$ cat src/rtl/link_pkg.sv
`default_nettype none
// ============================================================================
// Module   : link_pkg
// Purpose  : Shared state encoding and link-word field layout for the
//            master/slave inter-board game link.
// Revision : 1.0
// ============================================================================
package link_pkg;

  typedef enum logic [0:0] {
    IDLE = 1'b0,
    PLAY = 1'b1
  } link_state_e;

  localparam int LINK_WORD_W    = 4;
  localparam int LINK_PLAY_BIT  = 3;
  localparam int LINK_LEVEL_MSB = 2;
  localparam int LINK_LEVEL_LSB = 0;
  localparam int LINK_LEVEL_W   = LINK_LEVEL_MSB - LINK_LEVEL_LSB + 1;

  localparam logic [LINK_LEVEL_W-1:0] LINK_LEVEL_MAX = 3'd7;

  function automatic logic [LINK_WORD_W-1:0] link_pack(
    input logic                    play,
    input logic [LINK_LEVEL_W-1:0] level
  );
    logic [LINK_WORD_W-1:0] w_word;
    w_word                                = '0;
    w_word[LINK_PLAY_BIT]                 = play;
    w_word[LINK_LEVEL_MSB:LINK_LEVEL_LSB] = level;
    return w_word;
  endfunction

endpackage
`default_nettype wire

$ cat src/rtl/link_master_tx_if.sv
`default_nettype none
// ============================================================================
// Module   : link_master_tx_if
// Purpose  : Button inputs and link/status outputs of the master transmitter.
// Revision : 1.0
// ============================================================================
interface link_master_tx_if;

  logic                             btn_start;
  logic                             btn_stop;
  logic                             btn_hit;
  logic [link_pkg::LINK_WORD_W-1:0] data_out;
  logic                             play_led;
  logic [link_pkg::LINK_LEVEL_W-1:0] level;

  modport master (
    input  btn_start,
    input  btn_stop,
    input  btn_hit,
    output data_out,
    output play_led,
    output level
  );

  modport slave (
    output btn_start,
    output btn_stop,
    output btn_hit,
    input  data_out,
    input  play_led,
    input  level
  );

endinterface
`default_nettype wire

$ cat src/rtl/btn_debounce.sv
`default_nettype none
// ============================================================================
// Module   : btn_debounce
// Purpose  : 2-flop synchronizer, consecutive-cycle debounce and a one-cycle
//            pulse on each accepted press.
// Revision : 1.0
// ============================================================================
module btn_debounce #(
  parameter int DEBOUNCE_CYCLES = 1_000_000
) (
  input  wire  clk,
  input  wire  rst,
  input  wire  btn,
  output logic pulse
);

  localparam int CNT_W = (DEBOUNCE_CYCLES > 1) ? $clog2(DEBOUNCE_CYCLES) : 1;
  localparam logic [CNT_W-1:0] CNT_LAST = CNT_W'(DEBOUNCE_CYCLES - 1);

  logic             r_sync1;
  logic             r_sync2;
  logic             r_stable;
  logic             r_stable_d;
  logic             r_pulse;
  logic [CNT_W-1:0] r_cnt;

  always_ff @(posedge clk or posedge rst) begin
    if (rst) begin
      r_sync1    <= 1'b0;
      r_sync2    <= 1'b0;
      r_stable   <= 1'b0;
      r_stable_d <= 1'b0;
      r_pulse    <= 1'b0;
      r_cnt      <= '0;
    end else begin
      r_sync1    <= btn;
      r_sync2    <= r_sync1;
      r_stable_d <= r_stable;
      r_pulse    <= r_stable & ~r_stable_d;
      // Any cycle where the input agrees with the accepted level restarts the count.
      if (r_sync2 != r_stable) begin
        if (r_cnt == CNT_LAST) begin
          r_stable <= r_sync2;
          r_cnt    <= '0;
        end else begin
          r_cnt <= r_cnt + 1'b1;
        end
      end else begin
        r_cnt <= '0;
      end
    end
  end

  assign pulse = r_pulse;

endmodule
`default_nettype wire

$ cat src/rtl/link_master_tx.sv
`default_nettype none
// ============================================================================
// Module   : link_master_tx
// Purpose  : Master-side game FSM with hold-protected link word output.
//            Define LINK_TX_TIMEOUT_EN to compile in the PLAY inactivity timeout.
// Revision : 1.0
// ============================================================================
module link_master_tx
  import link_pkg::*;
#(
  parameter int CLK_HZ          = 100_000_000,
  parameter int DEBOUNCE_CYCLES = 1_000_000,
  parameter int HOLD_CYCLES     = 4,
  parameter int TIMEOUT_SEC     = 60
) (
  input wire               clk,
  input wire               rst,
  link_master_tx_if.master bus
);

  localparam logic [7:0] HOLD_LOAD = 8'(HOLD_CYCLES - 1);

  if (HOLD_CYCLES < 2 || HOLD_CYCLES > 255 || DEBOUNCE_CYCLES < 1 ||
      CLK_HZ < 1 || TIMEOUT_SEC < 1) begin : g_bad_params
    $error("link_master_tx: parameter out of range");
  end

  logic w_start_pulse;
  logic w_stop_pulse;
  logic w_hit_pulse;

  btn_debounce #(.DEBOUNCE_CYCLES(DEBOUNCE_CYCLES)) u_db_start (
    .clk   (clk),
    .rst   (rst),
    .btn   (bus.btn_start),
    .pulse (w_start_pulse)
  );

  btn_debounce #(.DEBOUNCE_CYCLES(DEBOUNCE_CYCLES)) u_db_stop (
    .clk   (clk),
    .rst   (rst),
    .btn   (bus.btn_stop),
    .pulse (w_stop_pulse)
  );

  btn_debounce #(.DEBOUNCE_CYCLES(DEBOUNCE_CYCLES)) u_db_hit (
    .clk   (clk),
    .rst   (rst),
    .btn   (bus.btn_hit),
    .pulse (w_hit_pulse)
  );

  link_state_e             r_state;
  link_state_e             w_state_nxt;
  logic [LINK_LEVEL_W-1:0] r_level;
  logic [LINK_LEVEL_W-1:0] w_level_nxt;
  logic                    w_hit_acc;
  logic                    w_timeout;

  always_ff @(posedge clk or posedge rst) begin
    if (rst) begin
      r_state <= IDLE;
      r_level <= '0;
    end else begin
      r_state <= w_state_nxt;
      r_level <= w_level_nxt;
    end
  end

  always_comb begin
    w_state_nxt = r_state;
    w_level_nxt = r_level;
    w_hit_acc   = 1'b0;
    case (r_state)
      IDLE: begin
        w_level_nxt = '0;
        if (w_start_pulse) w_state_nxt = PLAY;
      end
      PLAY: begin
        // Stop (or timeout) takes priority over a coincident hit.
        if (w_stop_pulse || w_timeout) begin
          w_state_nxt = IDLE;
          w_level_nxt = '0;
        end else if (w_hit_pulse) begin
          w_hit_acc = 1'b1;
          if (r_level != LINK_LEVEL_MAX) w_level_nxt = r_level + 3'd1;
        end
      end
      default: begin
        w_state_nxt = IDLE;
        w_level_nxt = '0;
      end
    endcase
  end

`ifdef LINK_TX_TIMEOUT_EN
  localparam int TICK_W = (CLK_HZ > 1) ? $clog2(CLK_HZ) : 1;
  localparam int SEC_W  = $clog2(TIMEOUT_SEC + 1);
  localparam logic [TICK_W-1:0] TICK_LAST = TICK_W'(CLK_HZ - 1);
  localparam logic [SEC_W-1:0]  SEC_LIMIT = SEC_W'(TIMEOUT_SEC);

  logic [TICK_W-1:0] r_tick;
  logic [SEC_W-1:0]  r_sec;

  // Held at zero outside PLAY, so entry into PLAY always starts from a clean count.
  always_ff @(posedge clk or posedge rst) begin
    if (rst) begin
      r_tick <= '0;
      r_sec  <= '0;
    end else if (r_state != PLAY || w_hit_acc) begin
      r_tick <= '0;
      r_sec  <= '0;
    end else if (r_sec != SEC_LIMIT) begin
      if (r_tick == TICK_LAST) begin
        r_tick <= '0;
        r_sec  <= r_sec + 1'b1;
      end else begin
        r_tick <= r_tick + 1'b1;
      end
    end
  end

  assign w_timeout = (r_state == PLAY) && (r_sec == SEC_LIMIT);
`else
  assign w_timeout = 1'b0;
`endif

  logic [LINK_WORD_W-1:0] w_next_word;
  logic [LINK_WORD_W-1:0] r_data_out;
  logic [7:0]             r_hold_cnt;

  assign w_next_word = link_pack(r_state == PLAY, r_level);

  // The slave samples without a handshake, so each word is held for HOLD_CYCLES;
  // values produced during the hold are dropped in favour of the latest one.
  always_ff @(posedge clk or posedge rst) begin
    if (rst) begin
      r_data_out <= '0;
      r_hold_cnt <= '0;
    end else if (r_hold_cnt != 8'd0) begin
      r_hold_cnt <= r_hold_cnt - 8'd1;
    end else if (w_next_word != r_data_out) begin
      r_data_out <= w_next_word;
      r_hold_cnt <= HOLD_LOAD;
    end
  end

  assign bus.data_out = r_data_out;
  assign bus.play_led = (r_state == PLAY);
  assign bus.level    = r_level;

endmodule
`default_nettype wire

$ cat src/flat_wrapper.sv
// flat-port wrapper written by rule: the top's interface ports become plain ports
module link_master_tx_flat import link_pkg::*;
#(
  parameter int CLK_HZ          = 100_000_000,
  parameter int DEBOUNCE_CYCLES = 1_000_000,
  parameter int HOLD_CYCLES     = 4,
  parameter int TIMEOUT_SEC     = 60
)
  (clk, rst, bus_btn_start, bus_btn_stop, bus_btn_hit, bus_data_out, bus_play_led, bus_level);
  link_master_tx_if bus_i ();
  input wire clk;
  input wire rst;
  input wire logic [$bits(bus_i.btn_start)-1:0] bus_btn_start;
  input wire logic [$bits(bus_i.btn_stop)-1:0] bus_btn_stop;
  input wire logic [$bits(bus_i.btn_hit)-1:0] bus_btn_hit;
  output wire logic [$bits(bus_i.data_out)-1:0] bus_data_out;
  output wire logic [$bits(bus_i.play_led)-1:0] bus_play_led;
  output wire logic [$bits(bus_i.level)-1:0] bus_level;
  assign bus_i.btn_start = bus_btn_start;
  assign bus_i.btn_stop = bus_btn_stop;
  assign bus_i.btn_hit = bus_btn_hit;
  assign bus_data_out = bus_i.data_out;
  assign bus_play_led = bus_i.play_led;
  assign bus_level = bus_i.level;
  link_master_tx #(.CLK_HZ(CLK_HZ), .DEBOUNCE_CYCLES(DEBOUNCE_CYCLES), .HOLD_CYCLES(HOLD_CYCLES), .TIMEOUT_SEC(TIMEOUT_SEC)) u_core (.clk(clk), .rst(rst), .bus(bus_i));
endmodule
$ cat config.mk
export PLATFORM = sky130hd
export DESIGN_NAME = link_master_tx_flat
export DESIGN_NICKNAME = d
export VERILOG_FILES = /design/src/rtl/link_pkg.sv /design/src/rtl/link_master_tx_if.sv /design/src/rtl/btn_debounce.sv /design/src/rtl/link_master_tx.sv /design/src/flat_wrapper.sv
export SDC_FILE = /design/constraint.sdc
export NUM_CORES = 1
export LEC_CHECK = 0
export ABC_CLOCK_PERIOD_IN_PS = 4940
export CORE_MARGIN = 3
export CORE_UTILIZATION = 66
export DETAILED_ROUTE_END_ITERATION = 10
export GPL_ROUTABILITY_DRIVEN = 0
export PLACE_DENSITY_LB_ADDON = 0.12
export SYNTH_ARGS = -nofsm -noshare
export SYNTH_HDL_FRONTEND = slang
export SYNTH_SLANG_ARGS = --single-unit
export TNS_END_PERCENT = 30
$ cat constraint.sdc
create_clock -name clk -period 4.94 [get_ports clk]
set_input_delay 1.482 -clock clk [delete_from_list [all_inputs] [get_ports clk]]
set_output_delay 1.482 -clock clk [all_outputs]
set_load 0.02 [all_outputs]
# Word-level counts from Yosys, hierarchy flattened
# Index checks and enable logic that the tools add are counted.
# totals
ff_bits	91
inputBits	5
output_inout_bits	8
# op_classes
n_addsub	5
n_eq_ne	10
muxes	15
bitwise	8
reduce_logical	7
# ops
op	count
two-way mux 20 bit	6
adder 20 x 1 -> 20 bit, second input constant	3
== test 20 bit, second input constant	3
two-way mux 8 bit	2
AND reduction 2 bit	5
two-way mux 3 bit	3
inequality test 3 bit, second input constant	3
nonzero test 8 bit	1
subtractor 8 x 1 -> 8 bit, second input constant	1
one-hot mux 3 bit (2 select lines)	1
inverter 1 bit	5
inequality test 4 bit	1
adder 3 x 1 -> 3 bit, second input constant	1
bitwise AND 1 bit	3
inequality test 1 bit	3
two-way mux 1 bit	2
one-hot mux 1 bit (2 select lines)	1
nonzero test 2 bit	1

# Depth between registers and ports, before layout
# Gate-level depths: netlist of run 1.
# depth
depth_word	5
ltp_mapped	7
mapped_depth_nobuf	6

# Hierarchy
# From an unflattened synthesis of run 1, not the netlist that was laid out.
# hier_totals
hier_cells	409
hier_area_um2	4279.1
# by_module_without_submodules
module	instances	cells_per_inst	area_each_um2	seq_area_each_um2
btn_debounce	3	114	1168.6	625.6
link_master_tx	1	67	773.2	400.4

# Worst setup path before layout of run 1
# Ideal clock, no wire load.
# synth_timing
kind	register to output
startpoint	register u_core.r_level[0] (netlist: u_core.bus.level[0])
endpoint	output port bus_level[0]
arrival_ns	0.491
required_time_ns	3.458
slack_ns	2.967
stages_incl_launch_ff	1
path_cell_list	dfrtp_1
# synth_lines
item	line_no	source
start: declaration	link_master_tx.sv:55	logic [LINK_LEVEL_W-1:0] r_level;
start signal: assignment	link_master_tx.sv:66	r_level <= w_level_nxt;
end: declaration	flat_wrapper.sv:18	output wire logic [$bits(bus_i.level)-1:0] bus_level;
# No word-level cell between the ends.

# Worst setup path in the final report of run 1
# layout_timing
startpoint	register u_core.r_state (netlist: u_core.bus.play_led)
endpoint	output port bus_play_led
# layout_lines
item	line_no	source
start: declaration	link_master_tx.sv:53	link_state_e r_state;
start signal: assignment	link_master_tx.sv:65	r_state <= w_state_nxt;
end: declaration	flat_wrapper.sv:17	output wire logic [$bits(bus_i.play_led)-1:0] bus_play_led;
# No word-level cell between the ends.

==> run_results.csv, run 1 <==
group,metric,value,unit
yosys,yosys_warnings,0,
grt,grtUsageTotal,0.2199,
layout,fill_cells,431,
routing,num_vias,3053,
layout,area_growth,10.10,%
die,start_util,0.7030,
routing,drc,0,
worst_hold_path,whs_path_depth,0,
critical_path,slowest_stage,"clkdlybuf4s50_1",
clock_network,cts_tree,"built",
routing,vias_per_cell,5.998,
power_and_ir_drop,cellLeakagePower,2.025,nW
clock_network,cts_hold_buffers,0,
timing,skew,0.008593,ns
worst_hold_path,min-delay-start,"u_core.u_db_hit.r_sync1",
clock_network,numCtsBuffers,9,
clock_network,ctsResizeCount,0,
timing,fin_setup_tns,0,ns
critical_path,crit_buf_inv,1,
grt,first_global_vias,2993,
grt,antenna_found_initial,0,
yosys,synth_fp_nets,423,
die,core-area,0.006096,mm^2
power_and_ir_drop,power_density,282.3,mW/mm^2
timing,rsz0062_at_grt,"no",
critical_path,reg2reg_to,"u_core.u_db_hit.r_cnt[14]",
yosys,synth.area.top_cells,"dfrtp_1 53%, xor2_1 5.3%, xnor2_1 4.7%",
yosys,yosysSeqAreaShare,0.5314,
clock_network,cts_buffer_depth,2,
critical_path,crit_family,"buffers and inverters",
outcome,outcome,"complete, no violations",
yosys,ys_ff_latch,91,
clock_network,clk_pin_slew,0.08,ns
critical_path,worstPathCellList,"clkdlybuf4s50_1",
timing,slew_headroom,0.3042,
timing,finalCritPeriodShare,0.5896,
layout,layout-drive-gt1-share,0.08986,
die,die_h,86.58,um
layout,antennaDiodeCount,0,
yosys,synth_area,0.004285,mm^2
routing,wire_per_inst,14.55,um
critical_path,r2r-start,"u_core.u_db_hit.r_cnt[14]",
placed_design,dp_hpwl,5.085,mm
routing,drt_iter0_drc,142,
clock_network,cts_root_buffer,"clkbuf_8",
placed_design,io_buffers,12,
timing,min_period,2.913,ns
die,num_io_pins,13,
worst_hold_path,hold_path_class,"flop to flop",
placed_design,dpl-instance-area,0.004508,mm^2
critical_path,critical_path_peak_fanout,5,
critical_path,critPathCaptureType,"primary output",
critical_path,cp-start-kind,"flop",
clock_network,htreeDepth,3,
routing,drtAntennaViolNets,0,
layout,stdcell_area,0.004718,mm^2
clock_network,insertion_delay,0.35,ns
worst_hold_path,hold-path-endpoint,"u_core.u_db_hit.r_sync2",
critical_path,required,3.46,ns
timing,slew_viol_final,0,
yosys,postSynthAreaPerCell,10.43,um^2
yosys,synth.distinct_cells,42,
critical_path,r2r_cells,5,
die,dieArea,0.007496,mm^2
timing,setup_viol,0,
critical_path,crit_type,"flop to primary output",
clock_network,clock-sinks,91,
critical_path,slowest_delay,0.64,ns
grt,grt_max_degree,64,
critical_path,reg2reg_setup_slack,2.72,ns
grt,gr-total-overflow,0,
yosys,syn_inst,411,
clock_network,post_cts_buffers,0,
power_and_ir_drop,max-vdd-ir-drop,0.0002174,V
die,die_w,86.58,um
routing,drtPass1Iterations,4,
routing,totalWireLength,7.405,mm
flow_run,max_cap_viol_count,0,
timing,worst_pin_slew,1.043,ns
timing,hold_viol_final,0,
grt,grt_first_pass_wirelength,13.14,mm
critical_path,crit_arrival,1.43,ns
yosys,synth_top_area_frac,0.5314,
yosys,yosysTopAreaCell,"dfrtp_1",
die,row_count,28,
layout,final_nets,441,
timing,timing.fmax,343.3,MHz
## report_power, final
part / internal [mW] / leakage, nW / switching (mW)
Combinational: 0.0120 / 0.678 / 0.0284
Clock: 0.286 / 0.0968 / 0.244
Sequential: 0.753 / 1.25 / 0.00971
## state kept, by name, summed over array words and instances (netlist names), 3 cells and up
name,count
u_core.u_db_hit.r_cnt,20
u_core.u_db_start.r_cnt,20
u_core.u_db_stop.r_cnt,20
u_core.r_hold_cnt,8
u_core.bus.data_out,4
u_core.bus.level,3
## cells in the final DEF (no fill, tap or decap), types with 2 or more instances in the layout
cell type	netlist	routed
or4_1	7	7
nor4_1	9	9
nor3_1	11	11
clkbuf_1	6	3
o21ai_0	11	11
nand4_2	3	3
nor2_1	51	51
bufinv_16	0	2
mux2i_1	3	3
nand4_1	13	13
buf_4	0	4
o31ai_1	8	5
ha_1	7	7
inv_1	12	11
nor2b_1	4	4
clkdlybuf4s50_1	0	12
xnor2_1	23	23
and3_1	9	9
nand2_1	22	22
dfrtp_1	91	91
nand3_1	28	28
o31ai_2	0	3
nand4b_1	3	3
or3_1	9	9
xor2_1	26	26
a21oi_1	17	17
nand2b_1	2	2
nor4b_1	4	4
and4_1	5	5
mux2_2	9	9
clkbuf_8	0	9
clkinvlp_4	0	2
## synth_stat cells
cell	instances
and2_1	1
a21oi_1	17
or2_0	1
or2_1	1
and3_1	9
mux2_2	9
buf_2	3
xor2_1	26
nand2_1	22
or4_4	1
mux2i_1	3
nand4_2	3
nor2b_1	4
or3_1	9
or4_1	7
nand4_1	13
nand3_1	28
o21ai_0	11
nand4b_1	3
clkbuf_1	6
or2_2	1
nor3b_1	1
nand3b_1	1
or3_4	1
inv_1	12
nor4b_1	4
and4_1	5
a31o_2	1
a21o_1	1
nand2b_1	2
and3b_1	1
xnor2_1	23
o31ai_1	8
dfrtp_1	91
nor4bb_1	1
nor3_1	11
a21oi_2	1
nor4_1	9
nand4bb_1	1
nor2_1	51
or3_2	1
ha_1	7
## logic make-up (layout without fill, tap and decap cells)
logic type,Yosys count,count (layout),synth area share
fa+ha+maj,7,7,0.02044
compound gates,39,39,0.05256
simple gates,192,192,0.2455
flops,91,91,0.5314
mux,12,12,0.03066
xor+xnor,49,49,0.1001
buf+inv,21,44,0.01927
## worst register-to-register path: stages (launching register included)
cell     delay [ns]
dfrtp_1        0.46
nand2_1        0.07
or4_1          0.52
o31ai_2        0.69
buf_4          0.31
nor2_1         0.07
## worst max-delay path by stage
| stage | to | cells after the start | start |
|---|---|---|---|
| after global placement | u_core.u_db_stop.r_cnt[4] | 3 | rst |
| after floorplan | u_core.bus.data_out[0] | 1 | rst |
| after detailed placement | u_core.u_db_start.r_sync2 | 3 | rst |
| final | bus_play_led | 1 | u_core.bus.play_led |
| after global routing | bus_play_led | 1 | u_core.bus.play_led |
| after CTS | bus_level[0] | 1 | u_core.bus.level[0] |
## layer usage
layer	up-vias	track usage	share of wire
met4	0	0.08215	0.022
met2	45	0.3533	0.48
met3	17	0.04848	0.034
met1	1497	0.2954	0.46
met5	-	0	0
li1	1494	-	-
## cell type report
class                           count  area [um^2]  area share
Sequential cell                    91         2277      0.4826
Multi-Input combinational cell    299         1941      0.4113
Timing Repair Buffer               16        150.1     0.03182
Clock buffer                       12        135.1     0.02864
Tap cell                           75        93.84     0.01989
Clock inverter                      4        75.07     0.01591
Inverter                           12        46.29    0.009812
## stage by stage
| step | setup WS (ns) | util | instances | power [mW] | hold slack [ns] |
|---|---|---|---|---|---|
| global placement | 1.908 | 0.7395 | 493 | 0.8169 | 0.3336 |
| floorplan | 1.094 | - | 411 | 0.8034 | 0.3312 |
| finish | 2.027 | 0.7740 | 509 | 1.332 | 0.3536 |
| detailed placement | 1.848 | 0.7395 | 493 | 0.8192 | 0.3362 |
| CTS | 2.003 | 0.7740 | 509 | 1.347 | 0.3545 |
| global route | 1.977 | 0.7740 | 509 | 1.388 | 0.3634 |
No activity file was read; power rests on OpenSTA's default activity.
==> run 2, diff against run 1 <==
--- a/config.mk
+++ b/config.mk
@@ -5,9 +5,9 @@
 export SDC_FILE = /design/constraint.sdc
 export NUM_CORES = 1
 export LEC_CHECK = 0
-export ABC_CLOCK_PERIOD_IN_PS = 4940
+export ABC_CLOCK_PERIOD_IN_PS = 2800
 export CORE_MARGIN = 3
-export CORE_UTILIZATION = 66
+export CORE_UTILIZATION = 61
 export DETAILED_ROUTE_END_ITERATION = 10
 export GPL_ROUTABILITY_DRIVEN = 0
 export PLACE_DENSITY_LB_ADDON = 0.12
==> constraint.sdc (replaced) <==
create_clock -name clk -period 2.8 [get_ports clk]
set_input_delay 0.84 -clock clk [delete_from_list [all_inputs] [get_ports clk]]
set_output_delay 0.84 -clock clk [all_outputs]
set_load 0.02 [all_outputs]
==> run 2 against run 1 <==
Against the previous run:
- flip-flop and latch count unchanged
- critical path type unchanged
- sequential power grew 76%
- clock-buffer cell count shrank 3
- largest cell class unchanged
- worst setup slack worse by 1.5 ns
- non-clock buffer count up 2
- largest power group unchanged
- critical path depth unchanged
- critical endpoint is now bus_level[0]
- register-to-register slack got worse by 1.8 ns
- worst hold slack improved by 0.0028 ns
- global-route usage shrank 2.7 points
- via count decreased by 0.72%
==> run_results.csv, run 2 (same netlist as run 1, synthesis figures left out) <==
group,metric,value,unit
timing,rsz0062_at_grt,"no",
critical_path,endpoint,"bus_level[0]",
clock_network,cts_tree,"built",
critical_path,r2r_cells,5,
layout,mostFrequentLayoutCells,"91 x dfrtp_1, 51 x nor2_1, 28 x nand3_1",
routing,drt_iter0_drc,135,
die,row_count,29,
power_and_ir_drop,totalPowerFinal,2.279,mW
critical_path,crit_arrival,1.43,ns
clock_network,cts_root_buffer,"clkbuf_8",
die,start_util,0.6525,
critical_path,slowest_stage,"clkdlybuf4s50_1",
die,die_w,89.82,um
die,die_h,89.82,um
clock_network,cts_buffer_depth,2,
layout,final_cells,528,
routing,drc,0,
power_and_ir_drop,max-vdd-ir-drop,0.0003277,V
grt,grt_first_pass_wirelength,12.90,mm
flow_run,max_cap_viol_count,0,
routing,wire_per_inst,14.13,um
critical_path,crit_buf_inv,1,
critical_path,crit_type,"flop to primary output",
placed_design,dp_hpwl,5.205,mm
clock_network,cts_hold_buffers,0,
layout,post-route-util,0.7253,
timing,min_period,2.274,ns
critical_path,reg2reg_setup_slack,0.95,ns
layout,antennaDiodeCount,0,
critical_path,crit_family,"buffers and inverters",
die,dieArea,0.008067,mm^2
timing,setup_viol,0,
critical_path,worstSetupPathDepth,1,
critical_path,r2r-start,"u_core.u_db_start.r_cnt[0]",
grt,grtUsageTotal,0.1929,
layout,area_growth,11.15,%
grt,first_global_vias,2853,
placed_design,io_buffers,12,
die,core-area,0.006568,mm^2
routing,vias_per_cell,5.741,
critical_path,cp-startpoint,"u_core.bus.level[0]",
die,num_io_pins,13,
timing,hold_viol_final,0,
layout,layout-drive-gt1-share,0.09885,
grt,gr-total-overflow,0,
timing,slew_headroom,0.6229,
routing,totalWireLength,7.461,mm
critical_path,cp-start-kind,"flop",
critical_path,critical_path_peak_fanout,5,
routing,num_vias,3031,
layout,top_regs,"u_core.u_db_hit.r_cnt (20), u_core.u_db_start.r_cnt (20), u_core.u_db_stop.r_cnt (20)",
outcome,outcome,"complete, no violations",
critical_path,required,1.96,ns
layout,multi_input_area,0.001941,mm^2
grt,grt_max_degree,37,
layout,seq_area,0.002277,mm^2
timing,timing.fmax,439.8,MHz
worst_hold_path,hold_path_class,"flop to flop",
layout,final_common_cell,"dfrtp_1",
grt,antenna_found_initial,0,
clock_network,ctsResizeCount,0,
clock_network,insertion_delay,0.36,ns
timing,holdWs,0.3564,ns
critical_path,critPathCaptureType,"primary output",
layout,fill_cells,477,
critical_path,slowest_delay,0.64,ns
timing,worst_pin_slew,0.5645,ns
timing,finalCritPeriodShare,0.8121,
placed_design,place_inst,513,
clock_network,post_cts_buffers,0,
layout,final_nets,443,
timing,fin_setup_tns,0,ns
timing,skew,0.01294,ns
clock_network,clock-sinks,91,
power_and_ir_drop,power_density,478.5,mW/mm^2
critical_path,worstPathCellList,"clkdlybuf4s50_1",
clock_network,numCtsBuffers,9,
routing,drtAntennaViolNets,0,
clock_network,clk_pin_slew,0.09,ns
power_and_ir_drop,cellLeakagePower,2.031,nW
clock_network,htreeDepth,3,
critical_path,reg2reg_to,"u_core.u_db_start.r_cnt[12]",
routing,drtPass1Iterations,4,
timing,slew_viol_final,0,
==> run 2: changes by cell type in the layout (fill, tap and decap cells not counted) <==
| cell | change |
|---|---|
| buf_12 | +2 |
| bufinv_16 | -1 |
| clkbuf_1 | -3 |
| clkinvlp_4 | +2 |
| inv_6 | +1 |
==> run 2: final cells by class <==
cell class                 instances  area share
tap                               93     0.02443
timing repair buffer              18     0.03993
clock buffer                       9     0.02600
clock inverter                     6     0.01392
sequential                        91      0.4781
inverter                          12     0.01024
multi-input combinational        299      0.4074
==> run 2: per-stage QoR <==
step	setup WS [ns]	instance area [um^2]
2_1_floorplan	0.8963	4289
3_3_place_gp	0.9236	4573
3_5_place_dp	0.9036	4573
4_1_cts	0.4972	4763
5_1_grt	0.4598	4763
6_report	0.5262	4763
==> run 2: layer usage <==
| layer | track usage | share of wire | vias to the layer above |
|---|---|---|---|
| met3 | 0.03422 | 0.032 | 11 |
| met4 | 0.08812 | 0.017 | 0 |
| met1 | 0.2597 | 0.47 | 1470 |
| li1 | - | - | 1494 |
| met5 | 0 | 0 | - |
| met2 | 0.3076 | 0.48 | 56 |
==> run 2: report_power, final <==
group	internal [mW]	switching, mW	total (mW)
clock network	0.409	0.447	0.856
registers	1.33	0.0167	1.34
logic	0.0270	0.0519	0.0789
total	1.76	0.516	2.28
==> run 2: how the worst min path moves through the flow <==
stage                     slack [ns]                    start  depth (start not counted)                 endpoint
final                           0.36  u_core.u_db_hit.r_sync1                          0  u_core.u_db_hit.r_sync2
after global routing            0.36  u_core.u_db_hit.r_sync1                          0  u_core.u_db_hit.r_sync2
after CTS                       0.36  u_core.u_db_hit.r_sync1                          0  u_core.u_db_hit.r_sync2
after detailed placement        0.34  u_core.u_db_hit.r_sync1                          0  u_core.u_db_hit.r_sync2
after global placement          0.33  u_core.u_db_hit.r_sync1                          0  u_core.u_db_hit.r_sync2
after floorplan                 0.33  u_core.u_db_hit.r_sync1                          0  u_core.u_db_hit.r_sync2
==> run 3, diff against run 2 <==
--- a/config.mk
+++ b/config.mk
@@ -5,7 +5,7 @@
 export SDC_FILE = /design/constraint.sdc
 export NUM_CORES = 1
 export LEC_CHECK = 0
-export ABC_CLOCK_PERIOD_IN_PS = 2800
+export ABC_CLOCK_PERIOD_IN_PS = 2140
 export CORE_MARGIN = 3
 export CORE_UTILIZATION = 61
 export DETAILED_ROUTE_END_ITERATION = 10
==> constraint.sdc (replaced) <==
create_clock -name clk -period 2.14 [get_ports clk]
set_input_delay 0.642 -clock clk [delete_from_list [all_inputs] [get_ports clk]]
set_output_delay 0.642 -clock clk [all_outputs]
set_load 0.02 [all_outputs]
==> run 3 against run 2 <==
Against the previous run:
- die area stayed put
- utilization is 0.30 points higher
- design area is 0.42% higher
- cell count is 0.38% higher
- clock skew is 0.0050 ns lower
- largest cell class unchanged
- flip-flop and latch count stayed put
- sequential power is 31% higher
- largest power group unchanged
==> run_results.csv, run 3 (same netlist as run 1, synthesis figures left out) <==
group,metric,value,unit
outcome,outcome,"complete, no violations",
timing,slew_headroom,0.6984,
layout,antennaDiodeCount,0,
timing,worst_pin_slew,0.4489,ns
timing,setup_viol,0,
die,core-area,0.006568,mm^2
die,start_util,0.6525,
critical_path,crit_arrival,1.44,ns
grt,grtUsageTotal,0.2041,
layout,final_common_cell,"dfrtp_1",
die,die_w,89.82,um
clock_network,numCtsBuffers,9,
critical_path,crit_buf_inv,1,
timing,finalCritPeriodShare,0.9745,
die,dieArea,0.008067,mm^2
routing,wire_per_inst,14.28,um
clock_network,clk_pin_slew,0.08,ns
clock_network,cts_root_buffer,"clkbuf_8",
timing,min_period,2.086,ns
flow_run,max_cap_viol_count,0,
layout,mostFrequentLayoutCells,"91 x dfrtp_1, 51 x nor2_1, 28 x nand3_1",
routing,drt_iter0_drc,136,
clock_network,ctsResizeCount,0,
timing,slew_viol_final,0,
timing,skew,0.007914,ns
placed_design,dp_hpwl,5.397,mm
power_and_ir_drop,max-vdd-ir-drop,0.0005007,V
clock_network,cts_buffer_depth,2,
clock_network,insertion_delay,0.36,ns
layout,layout-drive-gt1-share,0.09840,
routing,drc,0,
clock_network,cts_tree,"built",
placed_design,io_buffers,12,
worst_hold_path,hold_path_class,"flop to flop",
clock_network,clock-sinks,91,
critical_path,slowest_delay,0.64,ns
clock_network,post_cts_buffers,0,
routing,totalWireLength,7.567,mm
timing,rsz0062_at_grt,"no",
layout,area_growth,11.62,%
critical_path,worstPathCellList,"clkdlybuf4s50_1",
clock_network,htreeDepth,3,
placed_design,place_inst,515,
grt,grt_first_pass_wirelength,13.63,mm
layout,top_regs,"u_core.u_db_hit.r_cnt (20), u_core.u_db_start.r_cnt (20), u_core.u_db_stop.r_cnt (20)",
timing,fin_setup_tns,0,ns
critical_path,required,1.50,ns
grt,first_global_vias,3014,
clock_network,cts_hold_buffers,0,
routing,drtAntennaViolNets,0,
layout,final_nets,445,
routing,drtPass1Iterations,4,
timing,timing.fmax,479.5,MHz
routing,vias_per_cell,5.826,
critical_path,crit_type,"flop to primary output",
die,die_h,89.82,um
power_and_ir_drop,cellLeakagePower,2.047,nW
power_and_ir_drop,power_density,623.1,mW/mm^2
die,num_io_pins,13,
die,row_count,29,
critical_path,critPathCaptureType,"primary output",
critical_path,crit_family,"buffers and inverters",
grt,grt_max_degree,31,
grt,gr-total-overflow,0,
routing,num_vias,3088,
critical_path,cp-start-kind,"flop",
layout,final_cells,530,
critical_path,slowest_stage,"clkdlybuf4s50_1",
critical_path,critical_path_peak_fanout,5,
timing,hold_viol_final,0,
grt,antenna_found_initial,0,
## run 3: cell count changes in the layout (fill, tap and decap cells not counted)
| cell | previous run | this run |
|---|---|---|
| buf_12 | 2 | 3 |
| buf_4 | 4 | 5 |
| clkbuf_1 | 0 | 2 |
| clkinvlp_4 | 4 | 2 |
## run 3: metrics by stage
stage / worst slack (ns) / area (um^2) / power [mW] / utilization / hold slack, ns
after global placement: 0.3810 / 4601 / 1.900 / 0.7005 / 0.3314
after floorplan: 0.4343 / 4289 / 1.855 / - / 0.3312
after global routing: 0.004968 / 4783 / 3.113 / 0.7283 / 0.3653
final: 0.05446 / 4783 / 2.980 / 0.7283 / 0.3521
after CTS: 0.03207 / 4783 / 3.020 / 0.7283 / 0.3542
after detailed placement: 0.3184 / 4601 / 1.906 / 0.7005 / 0.3347
## run 3: layer usage
| layer | vias up | share of wire | routed length [um] | track usage |
|---|---|---|---|---|
| li1 | 1498 | - | - | - |
| met1 | 1518 | 0.46 | 3488 | 0.2673 |
| met2 | 53 | 0.48 | 3666 | 0.3283 |
| met3 | 19 | 0.031 | 237 | 0.04090 |
| met4 | 0 | 0.023 | 176 | 0.09706 |
| met5 | - | 0 | 0 | 0 |
## run 3: area by class of cell
type | instances | area, um^2
sequential | 91 | 2277
timing repair buffer | 20 | 217.7
inverter | 12 | 48.80
multi-input combinational | 299 | 1941
fill | 481 | 1784
tap | 93 | 116.4
clock buffer | 11 | 131.4
clock inverter | 4 | 51.30
## run 3: worst paths after layout
check / depth (start not counted) / to / slack (ns) / startpoint
setup / recovery: 1 / bus_play_led / 0.05 / u_core.bus.play_led
hold / removal: 0 / u_core.u_db_start.r_sync2 / 0.35 / u_core.u_db_start.r_sync1
setup reg to reg: 5 / u_core.u_db_start.r_cnt[12] / 0.32 / u_core.u_db_start.r_cnt[0]
hold reg to reg: 0 / u_core.u_db_start.r_sync2 / 0.35 / u_core.u_db_start.r_sync1
max in group asynchronous: 3 / u_core.u_db_stop.r_cnt[9] / 1.04 / rst
min in group asynchronous: 2 / u_core.u_db_start.r_cnt[18] / 0.63 / rst
## run 3: report_power, final
part | total [mW] | leakage (nW) | internal [mW] | switching [mW]
Clock | 1.11 | 0.0898 | 0.537 | 0.577
Combinational | 0.108 | 0.707 | 0.0388 | 0.0689
Sequential | 1.76 | 1.25 | 1.74 | 0.0222
